### src/rtl/parking_lane_counter.sv
// parking_lane_counter
// Per-lane beam-pair direction detectors (outer sensor a, inner sensor b)
// merged into one saturating occupancy count with full/empty decode and
// sticky overflow/underflow flags.
// Optional macro: PARKING_INPUT_SYNC_EN inserts a 2-flop synchronizer on
// every a/b bit, adding two cycles of input latency.
module parking_lane_counter #(
  parameter int LANES    = 2,
  parameter int CAPACITY = 15,
  parameter int CNT_W    = 4
) (
  input  logic             clk_i,
  input  logic             rst_i,
  input  logic [LANES-1:0] a_i,
  input  logic [LANES-1:0] b_i,
  output logic [LANES-1:0] enter_o,
  output logic [LANES-1:0] leave_o,
  output logic [LANES-1:0] seq_err_o,
  output logic [CNT_W-1:0] count_o,
  output logic             full_o,
  output logic             empty_o,
  output logic             ovf_o,
  output logic             unf_o
);

  // Lane states: E* walk the entry path, X* the mirrored exit path.
  typedef enum logic [2:0] {
    IDLE = 3'd0,
    E1   = 3'd1,
    E2   = 3'd2,
    E3   = 3'd3,
    X1   = 3'd4,
    X2   = 3'd5,
    X3   = 3'd6,
    BAD  = 3'd7
  } laneState_t;

  localparam logic signed [CNT_W+3:0] CAP_S = (CNT_W+4)'(CAPACITY);

  logic [LANES-1:0] laneA;
  logic [LANES-1:0] laneB;

  // Combinational "fires this edge" flags, shared with the occupancy counter
  // so the count moves on the same edge as the registered pulses.
  logic [LANES-1:0] laneEnter_d;
  logic [LANES-1:0] laneLeave_d;

`ifdef PARKING_INPUT_SYNC_EN
  logic [LANES-1:0] syncA1_q;
  logic [LANES-1:0] syncA2_q;
  logic [LANES-1:0] syncB1_q;
  logic [LANES-1:0] syncB2_q;

  // Two-stage synchronizer on every sensor bit before it reaches the FSMs.
  always_ff @(posedge clk_i or posedge rst_i) begin
    if (rst_i) begin
      syncA1_q <= '0;
      syncA2_q <= '0;
      syncB1_q <= '0;
      syncB2_q <= '0;
    end else begin
      syncA1_q <= a_i;
      syncA2_q <= syncA1_q;
      syncB1_q <= b_i;
      syncB2_q <= syncB1_q;
    end
  end

  assign laneA = syncA2_q;
  assign laneB = syncB2_q;
`else
  assign laneA = a_i;
  assign laneB = b_i;
`endif

  for (genvar g = 0; g < LANES; g++) begin : gLane
    laneState_t state_q;
    laneState_t state_d;
    logic       enter_q;
    logic       leave_q;
    logic       err_q;
    logic       fireEnter;
    logic       fireLeave;
    logic       fireErr;
    logic [1:0] ab;

    assign ab = {laneA[g], laneB[g]};

    // Next-state and firing decode; an input equal to the state's own
    // pattern falls through to the default and holds the state.
    always_comb begin
      state_d   = state_q;
      fireEnter = 1'b0;
      fireLeave = 1'b0;
      fireErr   = 1'b0;
      case (state_q)
        IDLE: begin
          if (ab == 2'b10)      state_d = E1;
          else if (ab == 2'b01) state_d = X1;
          else if (ab == 2'b11) begin state_d = BAD; fireErr = 1'b1; end
        end
        E1: begin
          if (ab == 2'b11)      state_d = E2;
          else if (ab == 2'b00) state_d = IDLE;
          else if (ab == 2'b01) begin state_d = BAD; fireErr = 1'b1; end
        end
        E2: begin
          if (ab == 2'b01)      state_d = E3;
          else if (ab == 2'b10) state_d = E1;
          else if (ab == 2'b00) begin state_d = BAD; fireErr = 1'b1; end
        end
        E3: begin
          if (ab == 2'b00)      begin state_d = IDLE; fireEnter = 1'b1; end
          else if (ab == 2'b11) state_d = E2;
          else if (ab == 2'b10) begin state_d = BAD; fireErr = 1'b1; end
        end
        X1: begin
          if (ab == 2'b11)      state_d = X2;
          else if (ab == 2'b00) state_d = IDLE;
          else if (ab == 2'b10) begin state_d = BAD; fireErr = 1'b1; end
        end
        X2: begin
          if (ab == 2'b10)      state_d = X3;
          else if (ab == 2'b01) state_d = X1;
          else if (ab == 2'b00) begin state_d = BAD; fireErr = 1'b1; end
        end
        X3: begin
          if (ab == 2'b00)      begin state_d = IDLE; fireLeave = 1'b1; end
          else if (ab == 2'b11) state_d = X2;
          else if (ab == 2'b01) begin state_d = BAD; fireErr = 1'b1; end
        end
        BAD: begin
          if (ab == 2'b00) state_d = IDLE;
        end
        default: state_d = IDLE;
      endcase
    end

    // Lane state and its one-cycle pulses, registered together.
    always_ff @(posedge clk_i or posedge rst_i) begin
      if (rst_i) begin
        state_q <= IDLE;
        enter_q <= 1'b0;
        leave_q <= 1'b0;
        err_q   <= 1'b0;
      end else begin
        state_q <= state_d;
        enter_q <= fireEnter;
        leave_q <= fireLeave;
        err_q   <= fireErr;
      end
    end

    assign laneEnter_d[g] = fireEnter;
    assign laneLeave_d[g] = fireLeave;
    assign enter_o[g]     = enter_q;
    assign leave_o[g]     = leave_q;
    assign seq_err_o[g]   = err_q;
  end

  logic [CNT_W-1:0]        count_q;
  logic [CNT_W-1:0]        count_d;
  logic                    ovf_q;
  logic                    ovf_d;
  logic                    unf_q;
  logic                    unf_d;
  logic signed [CNT_W+3:0] upSum;
  logic signed [CNT_W+3:0] downSum;
  logic signed [CNT_W+3:0] nextCount;

  // Net occupancy change with saturation; opposing events cancel before
  // clamping so they never raise a flag.
  always_comb begin
    upSum   = '0;
    downSum = '0;
    for (int i = 0; i < LANES; i++) begin
      upSum   = upSum + (CNT_W+4)'(laneEnter_d[i]);
      downSum = downSum + (CNT_W+4)'(laneLeave_d[i]);
    end
    nextCount = $signed({4'b0000, count_q}) + upSum - downSum;
    count_d   = nextCount[CNT_W-1:0];
    ovf_d     = ovf_q;
    unf_d     = unf_q;
    if (nextCount > CAP_S) begin
      count_d = CAP_S[CNT_W-1:0];
      ovf_d   = 1'b1;
    end else if (nextCount[CNT_W+3]) begin
      count_d = '0;
      unf_d   = 1'b1;
    end
  end

  // Occupancy register and sticky saturation flags.
  always_ff @(posedge clk_i or posedge rst_i) begin
    if (rst_i) begin
      count_q <= '0;
      ovf_q   <= 1'b0;
      unf_q   <= 1'b0;
    end else begin
      count_q <= count_d;
      ovf_q   <= ovf_d;
      unf_q   <= unf_d;
    end
  end

  assign count_o = count_q;
  assign ovf_o   = ovf_q;
  assign unf_o   = unf_q;
  assign full_o  = (count_q == CAP_S[CNT_W-1:0]);
  assign empty_o = (count_q == '0);

endmodule

### config.mk
export PLATFORM = sky130hd
export DESIGN_NAME = parking_lane_counter
export DESIGN_NICKNAME = d
export VERILOG_FILES = /design/src/rtl/parking_lane_counter.sv
export SDC_FILE = /design/constraint.sdc
export NUM_CORES = 1
export LEC_CHECK = 0
export ABC_AREA = 1
export ABC_CLOCK_PERIOD_IN_PS = 7800
export BUFFER_PORTS_ARGS = -buffer_cell sky130_fd_sc_hd__buf_2
export CAP_MARGIN = 30
export CORE_ASPECT_RATIO = 0.6
export CORE_MARGIN = 3
export CORE_UTILIZATION = 64
export CTS_CLUSTER_SIZE = 24
export DETAILED_ROUTE_END_ITERATION = 8
export PLACE_DENSITY = 0.86
export REMOVE_ABC_BUFFERS = 1
export SYNTH_ARGS = -nofsm -noshare
export SYNTH_HDL_FRONTEND = slang
export SYNTH_SLANG_ARGS = --single-unit
export TNS_END_PERCENT = 100
### constraint.sdc
create_clock -name clk_i -period 7.8 [get_ports clk_i]
set_input_delay 0.39 -clock clk_i [delete_from_list [all_inputs] [get_ports clk_i]]
set_output_delay 0.39 -clock clk_i [all_outputs]
set_load 0.005 [all_outputs]
After elaboration in Yosys (flattened, before gate mapping)
Cells that the tools add are included.
- register bits: 18
- input bits: 6
- output and inout bits: 14
- $add $sub $neg: 4
- order comparisons: 1
- equality and inequality tests: 25
- muxes and demuxes: 84
- bitwise logic cells: 1
- reductions and logical operators: 8
- operators by type and width (cell ; number):
    2-to-1 mux 3 bit ; 38
    case mux 3 bit (8 select lines) ; 2
    2-to-1 mux 1 bit ; 40
    == test 3 bit (second input constant) ; 8
    case mux 1 bit (7 select lines) ; 2
    == test 3 x 2 -> 1 bit (second input constant) ; 4
    == test 2 bit (second input constant) ; 4
    2-to-1 mux 4 bit ; 2
    != test 4 bit (second input constant) ; 2
    == test 3 x 1 -> 1 bit (second input constant) ; 2
    greater-than comparator 6 x 5 -> 1 bit (second input constant) ; 1
    logical NOT 3 bit ; 2
    AND reduction 2 bit ; 3
    subtractor 5 x 2 -> 6 bit ; 1
    adder 4 x 2 -> 5 bit ; 1
    adder 1 x 1 -> 2 bit ; 2
    == test 2 x 1 -> 1 bit (second input constant) ; 2
    == test 4 bit (second input constant) ; 1
    logical NOT 2 bit ; 2
    logical NOT 4 bit ; 1
    != test 2 bit (second input constant) ; 2
    inverter 1 bit ; 1

Longest topological paths before layout
Gate-level depths: netlist of the first run.
- depth in word-level cells: 9
- gate-level depth with buffers: 16

Least setup slack after synthesis of the first run
OpenSTA, ideal clock, no wires.
- path kind: input to register
- start point: input b_i[0]
- end point: register count_q[3], in the netlist count_o[3]
- library setup time: 0.132 ns
- arrival time: 2.746 ns
- setup slack: 4.923 ns
- stages: 14
- path buffers: 0
- cell sequence: inv_1 ha_1 inv_1 nor2_1 inv_1 fa_1 fa_1 inv_1 ha_1 fa_1 nor2_1 nor2_1 nand2_1 o21ai_0
- word-level cells in the longest chain between the ends: 8
- elaborated cells on any way between the ends: 11
- classes of those cells: 4 x add/sub; 1 x order compare; 5 x mux; 1 x reduce/logical
- ends and longest elaborated chain (element ; RTL line ; RTL):
    start: declaration ; 15 ; input logic [LANES-1:0] b_i,
    logical NOT 2 bit * ; 113 ; if (ab == 2'b00) begin state_d = IDLE; fireEnter = 1'b1; end
    2-to-1 mux 1 bit * ; 113 ;
    2-to-1 mux 1 bit * ; 96 ; case (state_q)
    named net gLane[0].fireEnter ; 82 ; logic fireEnter;
    adder 1 x 1 -> 2 bit * ; 177 ; upSum = upSum + (CNT_W+4)'(laneEnter_d[i]);
    adder 4 x 2 -> 5 bit * ; 180 ; nextCount = $signed({4'b0000, count_q}) + upSum - downSum;
    subtractor 5 x 2 -> 6 bit * ; 180 ;
    greater-than comparator 6 x 5 -> 1 bit or 2-to-1 mux 4 bit (tied branches) ; 184, 187 ;
    2-to-1 mux 4 bit * ; 184 ; if (nextCount > CAP_S) begin
    named net count_d[3] ; 162 ; logic [CNT_W-1:0] count_d;
    end signal: assignment ; 200 ; count_q <= count_d;
    end: declaration ; 161 ; logic [CNT_W-1:0] count_q;
Mark *: on every way through the listed nets, which the timed path passes. The rest lies on a longest branch.
A chain may end at the register's enable or synchronous reset.

Worst setup path in the final report of the first run
- start point: register gLane[0].state_q[1]
- end point: register count_q[0], in the netlist count_o[0]
- word-level cells in the longest chain between the ends: 7
- elaborated cells on any way between the ends: 11
- classes of those cells: 4 x add/sub; 1 x order compare; 2 x eq/ne; 4 x mux
- ends and longest elaborated chain (element ; RTL line ; RTL):
    start: declaration ; 77 ; laneState_t state_q;
    start signal: assignment ; 147 ; state_q <= state_d;
    == test 3 x 2 -> 1 bit * ; 96 ;
    2-to-1 mux 1 bit * ; 96 ;
    named net gLane[0].fireEnter ; 82 ;
    adder 1 x 1 -> 2 bit * ; 177 ;
    adder 4 x 2 -> 5 bit * ; 180 ;
    subtractor 5 x 2 -> 6 bit * ; 180 ;
    greater-than comparator 6 x 5 -> 1 bit or 2-to-1 mux 4 bit (tied branches) ; 184, 187 ;
    2-to-1 mux 4 bit * ; 184 ;
    named net count_d[0] ; 162 ;
Marks and branches as above.

==> impl_metrics.py, run 1 <==
metrics = {
    "synth": {
        "synth-edff-count": 0,
        "synth.avg_cell_area_um2": 6.73,
        "syn_inst": 282,
        "async_flop_share": 1.00,
        "synthDistinctLibCells": 27,
        "ys_warn_count": 0,
        "yosysSeqAreaShare": 0.237,
        "ys_ff_latch": 18,
        "syn-cell-area_um2": 1900,
        "ys_dominant_reg_cell": "dfrtp_1",
    },
    "setup_path": {
        "worst_r2r_endpoint": "count_o[0]$_DFF_PP0_",
        "required_ps": 7930,
        "reg2reg_slack_ps": 4520,
        "critPathMaxFanout": 10,
        "critical_path_class": "reg -> reg",
        "endpoint_kind": "register",
        "endpoint": "count_o[0]$_DFF_PP0_",
        "cp_data_arrival_time_ps": 3410,
        "reg2reg_from": "gLane[0].state_q[1]$_DFFE_PP0P_",
        "crit_start": "gLane[0].state_q[1]$_DFFE_PP0P_",
        "cp-start-kind": "register",
        "worstRegToRegCells": 12,
    },
    "layout": {
        "syn2layout_area_growth_pct": 6.46,
        "final_cells": 334,
        "layout_common_cells": "nand2_1, nor2_1, inv_1, nand3_1, ha_1",
        "design_area_um2": 2020,
        "drive_above_1_share": 0.167,
        "nets": 324,
        "final_common_cell": "nand2_1",
        "n_antenna_cell": 0,
    },
    "outcome": {
        "status": "finished clean",
    },
    "clocking": {
        "postCtsSetupRepairBufs": 0,
        "clkLatencyLatePin_ps": 260,
        "cts_tree": "built",
        "cts_inserted_buffers": 3,
        "path_clk_slew_ps": 70,
        "root_buffer": "clkbuf_8",
        "clk_path_buf_depth": 2,
        "cts.sinks": 18,
        "htreeDepth": 1,
        "post_cts_resized": 0,
        "ctsHoldBuffers": 0,
    },
    "detailed_routing": {
        "wl_per_cell_um": 14.9,
        "totalWireLength_mm": 4.99,
        "drt_iter0_drc": 239,
        "vias_per_cell": 5.65,
        "antenna_left": 0,
        "drc": 0,
        "drt_pass1_iterations": 5,
        "via_count": 1887,
    },
    "sta": {
        "skew_ps": 0.949,
        "hold_viol": 0,
        "rsz0062_at_grt": "no",
        "finalMaxSlewViolations": 0,
        "finalCritPeriodShare": 0.420,
        "fin_setup_tns_ps": 0,
        "worst_pin_slew_ps": 671,
        "slew-limit-headroom": 0.552,
        "fin_worst_hold_slack_ps": 221,
        "finalCriticalPeriod_ps": 3280,
        "setup_viol": 0,
        "maxClockFrequency_ghz": 0.305,
    },
    "place": {
        "routabilityCongestion": 1.11,
        "dp_cells": 330,
        "placed_cell_area_um2": 1970,
        "dp_hpwl_mm": 3.90,
        "portBuffers": 19,
    },
    "floorplan": {
        "initial_core_util": 0.713,
        "placementRows": 14,
        "core_area_um2": 2660,
        "die_area_um2": 3680,
        "die_y_um": 48.2,
        "die_w_um": 76.3,
        "io-pin-count": 20,
    },
    "power": {
        "power.internal_w": 0.000317,
        "p_leak_nw": 1.16,
        "finalPower_w": 0.000684,
        "cellPowerDensity_nw_per_um2": 338,
        "pwr-share-seq": 0.278,
        "ir_drop_mv": 0.223,
        "switching_share": 0.537,
        "p_comb_frac": 0.610,
        "pwr-share-clk": 0.112,
        "p_sw_w": 0.000367,
    },
    "global_route": {
        "grt_max_degree": 19,
        "grt_pass1_wl_mm": 7.89,
        "grt_antenna_before_repair": 0,
        "grt_pass1_vias": 1505,
        "grt-ovfl-total": 0,
        "grtUsageTotal": 0.289,
    },
    "min_path": {
        "hold_class": "in -> async",
    },
    "job": {
        "max-cap-violations": 0,
    },
}
## metrics by stage
stage	setup slack [ps]	utilization
5_1_grt	4330	0.759
2_1_floorplan	4920	-
6_report	4520	0.759
3_3_place_gp	4540	0.738
4_1_cts	4580	0.759
3_5_place_dp	4400	0.738
## per-layer routing
| metal | up-vias | share of wire | global-route usage |
|---|---|---|---|
| met4 | 0 | 0.0082 | 0.0433 |
| met1 | 829 | 0.51 | 0.482 |
| met2 | 140 | 0.33 | 0.326 |
| met3 | 8 | 0.15 | 0.109 |
| met5 | - | 0 | 0 |
| li1 | 910 | - | - |
## logic make-up (layout without fill, tap and decap cells)
kind of cell | Yosys count | count (layout) | synth area share
AND/OR/NAND/NOR | 158 | 158 | 0.387
adder cells (fa/ha/maj) | 23 | 23 | 0.163
XOR/XNOR | 1 | 1 | 0.00462
buffers and inverters | 53 | 65 | 0.129
AO/OA/AOI/OAI | 29 | 29 | 0.0784
flip-flops | 18 | 18 | 0.237
## worst max-delay path, stage by stage, from the launching register on
cell     delay, ps
dfrtp_1        670
nand3_1        250
nor2_1         180
inv_1           80
fa_1           550
fa_1           160
inv_1           40
ha_1           200
fa_1           410
nor2_1         260
nor2_1          80
nand2_1        150
o21ai_0        130
## flip-flops by register name, indices dropped and copies added (netlist names)
signal	count
gLane.state_q	6
unf_o	1
ovf_o	1
gLane.leave_q	2
count_o	4
gLane.err_q	2
gLane.enter_q	2
## power by group through the flow
| stage | combinational (W) | clock [W] | sequential (W) |
|---|---|---|---|
| 3_3_place_gp | 0.000398 | 0 | 0.000188 |
| 6_report | 0.000417 | 0.0000765 | 0.000190 |
| 5_1_grt | 0.000469 | 0.0000816 | 0.000193 |
| 4_1_cts | 0.000406 | 0.0000776 | 0.000187 |
| 3_5_place_dp | 0.000398 | 0 | 0.000188 |
| 2_1_floorplan | 0.000297 | 0 | 0.000176 |
## cell type report
type / count / area [um2]
Clock buffer: 4 / 55.1
Sequential cell: 18 / 450
Timing Repair Buffer: 19 / 95.1
Tap cell: 40 / 50.0
Inverter: 42 / 168
Multi-Input combinational cell: 211 / 1200
Fill cell: 219 / 642
## synth_stat cells (5+ instances only)
cell type | n | area, um2
a21oi_1 | 13 | 65.1
buf_4 | 9 | 67.6
dfrtp_1 | 18 | 450
ha_1 | 20 | 250
inv_1 | 29 | 109
inv_2 | 7 | 26.3
nand2_1 | 78 | 293
nand3_1 | 27 | 135
nor2_1 | 34 | 128
o21ai_0 | 10 | 50.1
o21ai_1 | 5 | 25.0
## how the worst min path moves through the flow
| stage | startpoint | end | depth (start not counted) |
|---|---|---|---|
| 4_1_cts | rst_i | gLane[1].err_q$_DFF_PP0_ | 2 |
| 3_5_place_dp | ovf_o$_DFFE_PP0N_ | ovf_o$_DFFE_PP0N_ | 2 |
| 3_3_place_gp | ovf_o$_DFFE_PP0N_ | ovf_o$_DFFE_PP0N_ | 2 |
| 6_report | rst_i | gLane[1].enter_q$_DFF_PP0_ | 2 |
| 5_1_grt | rst_i | unf_o$_DFFE_PP0P_ | 2 |
| 2_1_floorplan | rst_i | count_o[0]$_DFF_PP0_ | 1 |
No activity file was read; power rests on OpenSTA's default activity.
==> inputs of run 2 (changes only) <==
--- a/config.mk
+++ b/config.mk
@@ -6,15 +6,15 @@
 export NUM_CORES = 1
 export LEC_CHECK = 0
 export ABC_AREA = 1
-export ABC_CLOCK_PERIOD_IN_PS = 7800
+export ABC_CLOCK_PERIOD_IN_PS = 3300
 export BUFFER_PORTS_ARGS = -buffer_cell sky130_fd_sc_hd__buf_2
 export CAP_MARGIN = 30
 export CORE_ASPECT_RATIO = 0.6
 export CORE_MARGIN = 3
-export CORE_UTILIZATION = 64
+export CORE_UTILIZATION = 59
 export CTS_CLUSTER_SIZE = 24
 export DETAILED_ROUTE_END_ITERATION = 8
-export PLACE_DENSITY = 0.86
+export PLACE_DENSITY = 0.8
 export REMOVE_ABC_BUFFERS = 1
 export SYNTH_ARGS = -nofsm -noshare
 export SYNTH_HDL_FRONTEND = slang
==> constraint.sdc (replaced) <==
create_clock -name clk_i -period 3.3 [get_ports clk_i]
set_input_delay 0.165 -clock clk_i [delete_from_list [all_inputs] [get_ports clk_i]]
set_output_delay 0.165 -clock clk_i [all_outputs]
set_load 0.005 [all_outputs]
==> run 2 against run 1 <==
The run now ends with negative hold slack left. Clock skew is 5.4 ps higher. Setup slack worse by 4100 ps. First-iteration DRC count is 52% higher. Cell count is 2.7% higher. Via count is 0.69% higher. Clock-buffer cell count stayed put. Register-to-register slack worse by 4100 ps. Power is 140% higher. Clock power is 140% higher. Hold slack worse by 240 ps. Critical path type unchanged. Critical endpoint is now count_o[3]$_DFF_PP0_. Highest routed layer unchanged.
==> impl_metrics.py, run 2 (synthesis results as in run 1) <==
metrics = {
    "outcome": {
        "status": "complete, but fails checks",
        "violations": "negative hold slack",
    },
    "floorplan": {
        "io-pin-count": 20,
        "die_y_um": 49.9,
        "core_area_um2": 2970,
        "initial_core_util": 0.640,
        "die_w_um": 79.2,
        "die_area_um2": 3960,
        "placementRows": 15,
    },
    "clocking": {
        "cts.sinks": 18,
        "path_clk_slew_ps": 70,
        "post_cts_resized": 0,
        "cts_inserted_buffers": 3,
        "postCtsSetupRepairBufs": 0,
        "htreeDepth": 1,
        "root_buffer": "clkbuf_8",
        "clkLatencyLatePin_ps": 260,
        "clk_path_buf_depth": 2,
        "ctsHoldBuffers": 0,
        "cts_tree": "built",
    },
    "power": {
        "cellPowerDensity_nw_per_um2": 781,
        "p_leak_nw": 1.19,
        "finalPower_w": 0.00162,
        "ir_drop_mv": 0.406,
    },
    "detailed_routing": {
        "drc": 0,
        "wl_per_cell_um": 13.5,
        "drt_iter0_drc": 363,
        "totalWireLength_mm": 4.65,
        "vias_per_cell": 5.54,
        "drt_pass1_iterations": 6,
        "antenna_left": 0,
        "via_count": 1900,
    },
    "sta": {
        "finalCritPeriodShare": 0.886,
        "layout_setup_ws_ps": 377,
        "fin_worst_hold_slack_ps": -18.7,
        "setup_viol": 0,
        "finalCriticalPeriod_ps": 2920,
        "worst_pin_slew_ps": 649,
        "maxClockFrequency_ghz": 0.342,
        "skew_ps": 6.39,
        "hold_viol": 18,
        "rsz0062_at_grt": "no",
        "slew-limit-headroom": 0.567,
        "fin_setup_tns_ps": 0,
        "finalMaxSlewViolations": 0,
    },
    "global_route": {
        "grt-ovfl-total": 0,
        "grt_antenna_before_repair": 0,
        "grt_pass1_vias": 1637,
        "grt_pass1_wl_mm": 8.02,
        "grt_max_degree": 19,
        "grtUsageTotal": 0.265,
    },
    "layout": {
        "n_antenna_cell": 0,
        "largest_reg_flops": 6,
        "syn2layout_area_growth_pct": 9.36,
        "largest-register": "gLane.state_q",
        "multi_input_area_um2": 1200,
        "drive_above_1_share": 0.186,
        "layout_common_cells": "nand2_1, nor2_1, inv_1, nand3_1, ha_1",
        "fillers": 251,
        "regArea_um2": 450,
        "final_common_cell": "nand2_1",
        "nets": 331,
    },
    "setup_path": {
        "endpoint_kind": "register",
        "cp-start-kind": "register",
        "cp_common_cell": "nor2_1",
        "critPathSlowestCell": "fa_1",
        "max_stage_delay_ps": 420,
        "required_ps": 3440,
        "critPathMaxFanout": 5,
        "cp_data_arrival_time_ps": 3060,
        "critical_path_class": "reg -> reg",
        "critical_path.cell_chain": "inv_2 -> nand3_1 -> nor2_1 -> inv_1 -> fa_1 -> ha_1 -> inv_1 -> ha_1 -> fa_1 -> nor2_1 -> nor2_1 -> nand2_1 -> o21ai_0",
    },
    "job": {
        "max-cap-violations": 0,
    },
    "place": {
        "routabilityCongestion": 1.03,
        "dp_hpwl_mm": 3.74,
        "pre_cts_slack_ps": 193,
        "portBuffers": 19,
    },
    "min_path": {
        "hold_class": "in -> async",
    },
}
[run 2: cell count changes in the layout (fill, tap and decap cells not counted)]
cell	delta
buf_4	+7
[run 2: metal layers]
metal,GRT usage,wire (um)
met1,0.439,2340
met2,0.306,1540
met3,0.0931,701
met4,0.0657,59
met5,0,0
[run 2: area by class of cell]
type / instances / share of cell area
multi-input cells: 211 / 0.579
flip-flops and latches: 18 / 0.217
inverters: 42 / 0.0808
repair buffers: 26 / 0.0711
clock buffers: 4 / 0.0265
well taps: 42 / 0.0253
[run 2: worst paths after layout]
check | start | to | slack, ps | cells after the start
worst min register to register | ovf_o$_DFFE_PP0N_ | ovf_o$_DFFE_PP0N_ | 470 | 2
worst max-delay path | gLane[0].state_q[2]$_DFFE_PP0P_ | count_o[3]$_DFF_PP0_ | 380 | 13
min in group clk_i | b_i[1] | gLane[1].state_q[1]$_DFFE_PP0P_ | 440 | 6
max in group asynchronous | rst_i | gLane[1].leave_q$_DFF_PP0_ | 2900 | 2
worst min-delay path | rst_i | ovf_o$_DFFE_PP0N_ | -20 | 2
worst max register to register | gLane[0].state_q[2]$_DFFE_PP0P_ | count_o[3]$_DFF_PP0_ | 380 | 13
[run 2: stage by stage]
stage	cells	util	instance area, um2
after floorplan	271	-	1820
after global placement	339	0.681	2020
after detailed placement	339	0.681	2020
after CTS	343	0.700	2080
after global routing	343	0.700	2080
final	343	0.700	2080
[run 2: critical path, delay by kind of cell, from the launching register on]
family	cells	cell delay, ps
AOI/OAI and AO/OA	1	100
adders and majority gates	4	1320
buffers and inverters	3	220
DFF	1	380
and+or+nand+nor	5	790
[run 2: report_power, final]
group	total [W]	switching [W]	internal (W)	leakage [nW]
clock	0.000181	0.0000751	0.000106	0.0288
combinational	0.00107	0.000695	0.000376	0.950
sequential	0.000368	0.0000700	0.000298	0.211
